`config.mk`:
```
export PLATFORM = sky130hd
export DESIGN_NAME = wb_port_arbiter
export DESIGN_NICKNAME = d
export VERILOG_FILES = /design/src/rtl/wb_port_arbiter.sv
export SDC_FILE = /design/constraint.sdc
export NUM_CORES = 1
export LEC_CHECK = 0
export CAP_MARGIN = 40
export CORE_MARGIN = 2
export CORE_UTILIZATION = 53
export DETAILED_ROUTE_END_ITERATION = 10
export HOLD_SLACK_MARGIN = 0.06
export PLACE_DENSITY = 0.85
export SLEW_MARGIN = 20
export SYNTH_ARGS = -nofsm -noshare
export SYNTH_HDL_FRONTEND = slang
export SYNTH_SLANG_ARGS = --single-unit
```
`constraint.sdc`:
```
create_clock -name clk -period 7.5 [get_ports clk]
set_input_delay 1.125 -clock clk [delete_from_list [all_inputs] [get_ports clk]]
set_output_delay 1.125 -clock clk [all_outputs]
set_load 0.03 [all_outputs]
```
`src/rtl/wb_port_arbiter.sv`:
```
// Register-file write-port arbiter: pipeline WB writes win, and buffered MDU results drain into
// idle WB slots. Also provides a starvation stall request and a decode RAW hazard flag.
module wb_port_arbiter #(
  parameter int unsigned DEPTH      = 2,
  parameter int unsigned STARVE_MAX = 4
) (
  input  logic                     clk,
  input  logic                     rst,
  input  logic                     wb_wreg,
  input  logic [4:0]               wb_destR,
  input  logic [31:0]              wb_dest,
  input  logic                     mdu_valid,
  output logic                     mdu_ready,
  input  logic [4:0]               mdu_destR,
  input  logic [31:0]              mdu_data,
  input  logic [4:0]               id_rs,
  input  logic [4:0]               id_rt,
  input  logic [4:0]               id_rd,
  output logic                     raw_hazard,
  output logic                     stall_req,
  output logic                     rf_we,
  output logic [4:0]               rf_waddr,
  output logic [31:0]              rf_wdata,
  output logic [$clog2(DEPTH):0]   fifo_cnt
);

  localparam int unsigned AW = $clog2(DEPTH);
  localparam int unsigned CW = $clog2(STARVE_MAX + 1);

  typedef enum logic [1:0] {StIdle, StWait, StStall} starve_e;

  logic [4:0]    dest_q [DEPTH];
  logic [31:0]   data_q [DEPTH];
  logic [AW-1:0] wr_ptr_q, rd_ptr_q;
  logic [AW:0]   cnt_q, cnt_d;
  logic [CW-1:0] ctr_q, ctr_d;
  starve_e       state_q, state_d;
  logic          stall_q;
  logic          rf_we_q;
  logic [4:0]    rf_waddr_q;
  logic [31:0]   rf_wdata_q;

  logic          wb_busy, empty, full, push, pop;
  logic [4:0]    head_dest;
  logic [31:0]   head_data;

  function automatic logic reg_match(input logic [4:0] r, input logic [4:0] rs,
                                     input logic [4:0] rt, input logic [4:0] rd);
    return (r != 5'd0) && ((r == rs) || (r == rt) || (r == rd));
  endfunction

  // A write to r0 never occupies the port, so the slot stays free for the FIFO.
  assign wb_busy   = wb_wreg && (wb_destR != 5'd0);
  assign empty     = (cnt_q == '0);
  assign full      = (cnt_q == (AW+1)'(DEPTH));
  assign mdu_ready = !full;
  assign push      = mdu_valid && mdu_ready;
  assign pop       = !wb_busy && !empty;
  assign head_dest = dest_q[rd_ptr_q];
  assign head_data = data_q[rd_ptr_q];

  always_comb begin
    cnt_d = cnt_q;
    if (push && !pop) begin
      cnt_d = cnt_q + 1'b1;
    end else if (!push && pop) begin
      cnt_d = cnt_q - 1'b1;
    end
  end

  always_comb begin
    raw_hazard = mdu_valid && reg_match(mdu_destR, id_rs, id_rt, id_rd);
    for (int unsigned i = 0; i < DEPTH; i++) begin
      if (((AW+1)'(i) < cnt_q) &&
          reg_match(dest_q[rd_ptr_q + AW'(i)], id_rs, id_rt, id_rd)) begin
        raw_hazard = 1'b1;
      end
    end
  end

  always_comb begin
    state_d = state_q;
    ctr_d   = ctr_q;
    if (pop) begin
      ctr_d   = '0;
      state_d = (cnt_d == '0) ? StIdle : StWait;
    end else if (!empty) begin
      // Non-empty without a pop means the head is blocked by a busy WB slot.
      if (state_q != StStall) begin
        ctr_d   = ctr_q + 1'b1;
        state_d = (ctr_d >= CW'(STARVE_MAX)) ? StStall : StWait;
      end
    end else begin
      ctr_d   = '0;
      state_d = push ? StWait : StIdle;
    end
  end

  always_ff @(posedge clk) begin
    if (push) begin
      dest_q[wr_ptr_q] <= mdu_destR;
      data_q[wr_ptr_q] <= mdu_data;
    end
  end

  always_ff @(posedge clk or negedge rst) begin
    if (!rst) begin
      wr_ptr_q   <= '0;
      rd_ptr_q   <= '0;
      cnt_q      <= '0;
      ctr_q      <= '0;
      state_q    <= StIdle;
      stall_q    <= 1'b0;
      rf_we_q    <= 1'b0;
      rf_waddr_q <= '0;
      rf_wdata_q <= '0;
    end else begin
      if (push) wr_ptr_q <= wr_ptr_q + 1'b1;
      if (pop)  rd_ptr_q <= rd_ptr_q + 1'b1;
      cnt_q   <= cnt_d;
      ctr_q   <= ctr_d;
      state_q <= state_d;
      stall_q <= (state_d == StStall);
      if (wb_busy) begin
        rf_we_q    <= 1'b1;
        rf_waddr_q <= wb_destR;
        rf_wdata_q <= wb_dest;
      end else if (pop && (head_dest != 5'd0)) begin
        rf_we_q    <= 1'b1;
        rf_waddr_q <= head_dest;
        rf_wdata_q <= head_data;
      end else begin
        // Idle slot or discarded r0 entry: address/data hold.
        rf_we_q <= 1'b0;
      end
    end
  end

  assign stall_req = stall_q;
  assign rf_we     = rf_we_q;
  assign rf_waddr  = rf_waddr_q;
  assign rf_wdata  = rf_wdata_q;
  assign fifo_cnt  = cnt_q;

endmodule

```
After elaboration in Yosys (flattened, before gate mapping) --
Memory sizes are Yosys's and may differ from the RTL's. Cells that the tools add are included.
Cells by class: add/subtract/negate cells 5, order comparisons 3, eq/ne operators 12, multiplexer cells 21, reductions and logical operators 31
Operators with widths (number):
- $mux W32 | 2
- $eq A5 B5 Y1 | 9
- $reduce_bool A5 Y1 | 4
- $logic_and A1 B1 Y1 | 12
- $mux W2 | 6
- $mux W5 | 2
- $mux W3 | 3
- $mux W1 | 8
- $logic_or A1 B1 Y1 | 6
- $logic_not A1 Y1 | 5
- $eq A2 B2 Y1 const B | 2
- $logic_not A2 Y1 | 2
- $lt A1 B2 Y1 const A | 2
- $add A3 B1 Y3 const B | 1
- $ge A3 B3 Y1 const B | 1
- $reduce_bool A3 Y1 | 1
- $add A1 B1 Y1 const B | 2
- $add A2 B1 Y2 const B | 1
- $ne A2 B2 Y1 const B | 1
- $reduce_bool A2 Y1 | 1
- $sub A2 B1 Y2 const B | 1
Storage, ports and cells: register bits after elaboration 48, RAM bits 74, bits of input ports 93, output and inout port bits 43, word-level logic and storage cells 83, memories kept 2
Memory list:
- data_q | words 2, width 32, rd ports 1, clocked after Yosys merged registers in 0, wr ports 1, line 33 | logic [31:0] data_q [DEPTH];
- dest_q | words 2, width 5, rd ports 2, clocked after Yosys merged registers in 0, wr ports 1, line 32 | logic [4:0] dest_q [DEPTH];

Depth between registers and ports, before layout --
depth after elaboration 11, gate-level depth with buffers 9, gate-level depth less buffers 8

Least setup slack after synthesis --
OpenSTA, ideal clock, no wires.
path type register to register, start reg cnt_q[0] (netlist: fifo_cnt[0]), end mem data_q[0][0] (enable), library setup time 431 ps, data arrival time 2981 ps, data required time 7069 ps, path slack 4087 ps, stages on the path, launching flop included 6, path buffers 0, clock period less this slack 3413 ps, path through dfrtp_1 > inv_1 > ha_1 > inv_1 > nand2_1 > nor2_1
On the way: longest elaborated chain between the ends 5
RTL lines:
- start: declaration | line 35 | logic [AW:0] cnt_q, cnt_d;
- start signal: assignment | line 120 | cnt_q <= cnt_d;
- $eq A2 B2 Y1 | line 55 | assign full = (cnt_q == (AW+1)'(DEPTH));
- $logic_not A1 Y1 | line 56 | assign mdu_ready = !full;
- via mdu_ready | line 13 | output logic mdu_ready,
- $logic_and A1 B1 Y1 | line 57 | assign push = mdu_valid && mdu_ready;
- $mux W1 | line 100 | if (push) begin
- $mux W1 (implied by the code) | line 102 | data_q[wr_ptr_q] <= mdu_data;
- end: declaration | line 33
The timed path passes the listed nets, and every way through them passes these cells.

Worst setup path after layout --
start in mdu_destR[2], end out raw_hazard
On the way: longest elaborated chain between the ends 7, elaborated cells between the ends (all ways) 10, classes of those cells eq/ne: 3; mux: 2; reduce/logical: 5
RTL lines:
- start: declaration | line 14 | input logic [4:0] mdu_destR,
- $eq A5 B5 Y1 | line 49 | return (r != 5'd0) && ((r == rs) || (r == rt) || (r == rd));
- $logic_or A1 B1 Y1 (2 in a row) | line 49
- $logic_and A1 B1 Y1 (*) | line 49
- $logic_and A1 B1 Y1 (*) | line 72 | raw_hazard = mdu_valid && reg_match(mdu_destR, id_rs, id_rt, id_rd);
- $mux W1 (*) (2 in a row) | line 74 | if (((AW+1)'(i) < cnt_q) &&
- end: declaration | line 19 | output logic raw_hazard,
Every way passes the cells marked *; elsewhere a longest branch is shown, timed or not.

==> results.cfg <==
[status]
status = complete, no violations

[timing]
fin_crit_sh_pct = 60.0
rsz0062_at_grt = false
tns_ns = 0
fin_crit_ns = 4.50
finalHoldViolations = 0
setup_violations = 0
maxSlewViolCount = 0
fmax_ghz = 0.222
worst_slew_pin_slew_ns = 0.732
max_slew_margin_pct = 49.8
skew_ns = 0.00639

[clocking]
insertion_delay_ns = 0.51
postCtsResizedCells = 0
clock_sinks = 122
clk_path_buf_depth = 2
postCtsSetupBuffers = 0
cts_max_level = 4
root_buffer = clkbuf_8
cts_tree = done
numCtsBuffers = 17
clk_pin_slew_worst_paths_ns = 0.05
postCtsHoldBufs = 0

[layout]
diodes = 0
finalNetCount = 683
synthToLayoutAreaGrowth_pct = 37.9
fillers = 706
drive_above_1_share_pct = 7.51
final_area_mm2 = 0.00755

[job]
drv_cap = 0

[synthesis]
netlist_instances = 448
yosys_warnings = 0
yosysTopAreaCell = edfxtp_1
synth_seq_cells = 122
ys.flop_type = edfxtp_1
synth.avg_cell_area_um2 = 12.2
synthArstFlopShare_pct = 39.3
post-synth-top-count-cell = nand2_1
synth.area.top_cells = edfxtp_1 41%, dfrtp_1 22%, mux2i_1 7.3%
synth-seq-area-share_pct = 62.5
syn_area_mm2 = 0.00548
synth_edf_count = 74
ys_top_cells_by_count = 77 x nand2_1, 74 x edfxtp_1, 67 x o21ai_1, 48 x dfrtp_1, 40 x mux2i_1
synth.distinct_cells = 36
yosysTopAreaCellShare_pct = 40.6
syn_nets = 545

[power_and_ir_drop]
p_switching_mw = 1.09
total_power_mw = 3.01
p_per_area_mw_per_mm2 = 399
clock_power_share_pct = 27.1
ir_drop_uv = 219
p_comb_share_pct = 38.6
cellInternalPower_mw = 1.93
seqPwrFrac_pct = 34.3
switching_share_pct = 36.1
p_leak_nw = 2.94

[die]
fp.coreArea_mm2 = 0.0102
die_h_um = 106
die_area_mm2 = 0.0112
num_rows = 37
start_util_pct = 53.8
die_w_um = 106
design.portCount = 136

[drt]
ant_nets = 0
drc_errors = 0
wl_um = 13300
first_pass_iters = 5
vias = 3951
drt_iter0_drc = 207
via_per_inst = 5.38
wl_per_cell_um = 18.0

[critical_path]
crit_type = input pin to output pin
path_buf_inv = 2
cp-end-kind = output pin
arrival_ns = 3.37
slowest_stage = clkdlybuf4s50_1
critPathTopFamily = buffers and inverters
critPathLaunchType = input pin
critical_path.max_fanout = 6
crit_path_max_incr_delay_ns = 0.60
required_ns = 6.38
cpMostUsedCell = clkdlybuf4s50_1
path_cells = clkdlybuf4s50_1 > or4_1 > o21ai_0 > a31oi_1 > a41oi_1 > o211ai_1 > clkdlybuf4s50_1

[global_route]
grt_usage_pct = 24.5
grt_pass1_wl_um = 20700
grt_max_degree = 76
antenna_found_initial = 0
grt_pass1_vias = 4104
grt-ovfl-total = 0

[place]
routabilityCongestion = 0.904
placed_area_mm2 = 0.00696
place_hpwl_um = 8810
portBuffers = 135

[worst_hold_path]
min_path_type = register to register
## power groups by stage
stage / clock network, mW / registers, mW / logic [mW]
after floorplan: 0 / 1.17 / 0.630
after detailed placement: 0 / 1.04 / 1.16
final: 0.818 / 1.03 / 1.16
after global routing: 0.855 / 1.05 / 1.26
after CTS: 0.831 / 1.03 / 1.17
after global placement: 0 / 1.04 / 1.12
## logic make-up after synthesis
group / Yosys count / synth area share, %
AOI/OAI and AO/OA: 92 / 9.11
xor gates and xnor gates: 51 / 8.15
adders and majority gates: 4 / 0.914
buffers and inverters: 26 / 2.67
DFF: 122 / 62.5
muxes: 43 / 8.06
and+or+nand+nor: 110 / 8.59
## area by class of cell
class / count / area (µm²) / share of cell area, %
timing repair buffer: 141 / 1420 / 18.8
clock inverter: 15 / 180 / 2.38
inverter: 4 / 15.0 / 0.199
clock buffer: 17 / 414 / 5.48
sequential: 122 / 3420 / 45.3
tap: 136 / 170 / 2.25
multi-input combinational: 300 / 1930 / 25.5
## worst paths after layout
| check | startpoint | end | slack, ns | cells after the start |
|---|---|---|---|---|
| max | mdu_destR[2] | raw_hazard | 3.00 | 7 |
| min | wr_ptr_q$_DFFE_PN0P_ | wr_ptr_q$_DFFE_PN0P_ | 0.55 | 1 |
| max reg2reg | rd_ptr_q$_DFFE_PN0P_ | rf_wdata[0]$_DFFE_PN0P_ | 4.88 | 6 |
| min reg2reg | wr_ptr_q$_DFFE_PN0P_ | wr_ptr_q$_DFFE_PN0P_ | 0.55 | 1 |
| max in group asynchronous | rst | rd_ptr_q$_DFFE_PN0P_ | 6.31 | 2 |
| min in group asynchronous | rst | ctr_q[0]$_DFFE_PN0P_ | 0.72 | 2 |
## per-layer routing
metal | part of all wire [%] | vias to the layer above | routed length (µm) | GRT usage, %
met3 | 7.0 | 20 | 929 | 7.05
met1 | 42 | 1906 | 5530 | 31.0
li1 | - | 1878 | - | -
met4 | 1.4 | 0 | 181 | 7.89
met5 | 0 | - | 0 | 0
met2 | 50 | 147 | 6610 | 40.9
## cell usage in the layout, fill, tap and decap left out, types with 4 or more instances in the layout
master / netlist / routed
clkdlybuf4s50_1: 0 / 134
nand2_1: 77 / 77
edfxtp_1: 74 / 74
o21ai_1: 67 / 67
dfrtp_1: 48 / 47
mux2i_1: 40 / 40
xor2_1: 28 / 28
xnor2_1: 23 / 23
clkbuf_16: 0 / 16
nor3_1: 14 / 14
o21ai_0: 11 / 11
nand3_1: 7 / 7
clkinv_2: 0 / 5
inv_1: 4 / 4
ha_1: 4 / 4
bufinv_16: 0 / 4
buf_4: 1 / 4
## registers in the layout (all words and copies together), names as in the netlist
name,count
data_q,64
rf_we,1
ctr_q,3
state_q,2
fifo_cnt,2
dest_q,10
rf_wdata,32
stall_req,1
rf_waddr,5
wr_ptr_q,1
rd_ptr_q,1
## metrics by stage
step	instances	util (%)	worst slack (ns)	hold WS, ns
2_1_floorplan	448	-	4.09	0.461
3_3_place_gp	701	67.9	3.00	0.529
3_5_place_dp	703	68.3	2.99	0.544
4_1_cts	735	74.2	2.99	0.556
5_1_grt	735	74.2	2.88	0.584
6_report	735	74.2	3.00	0.555
(Power assumes the default switching activity.)
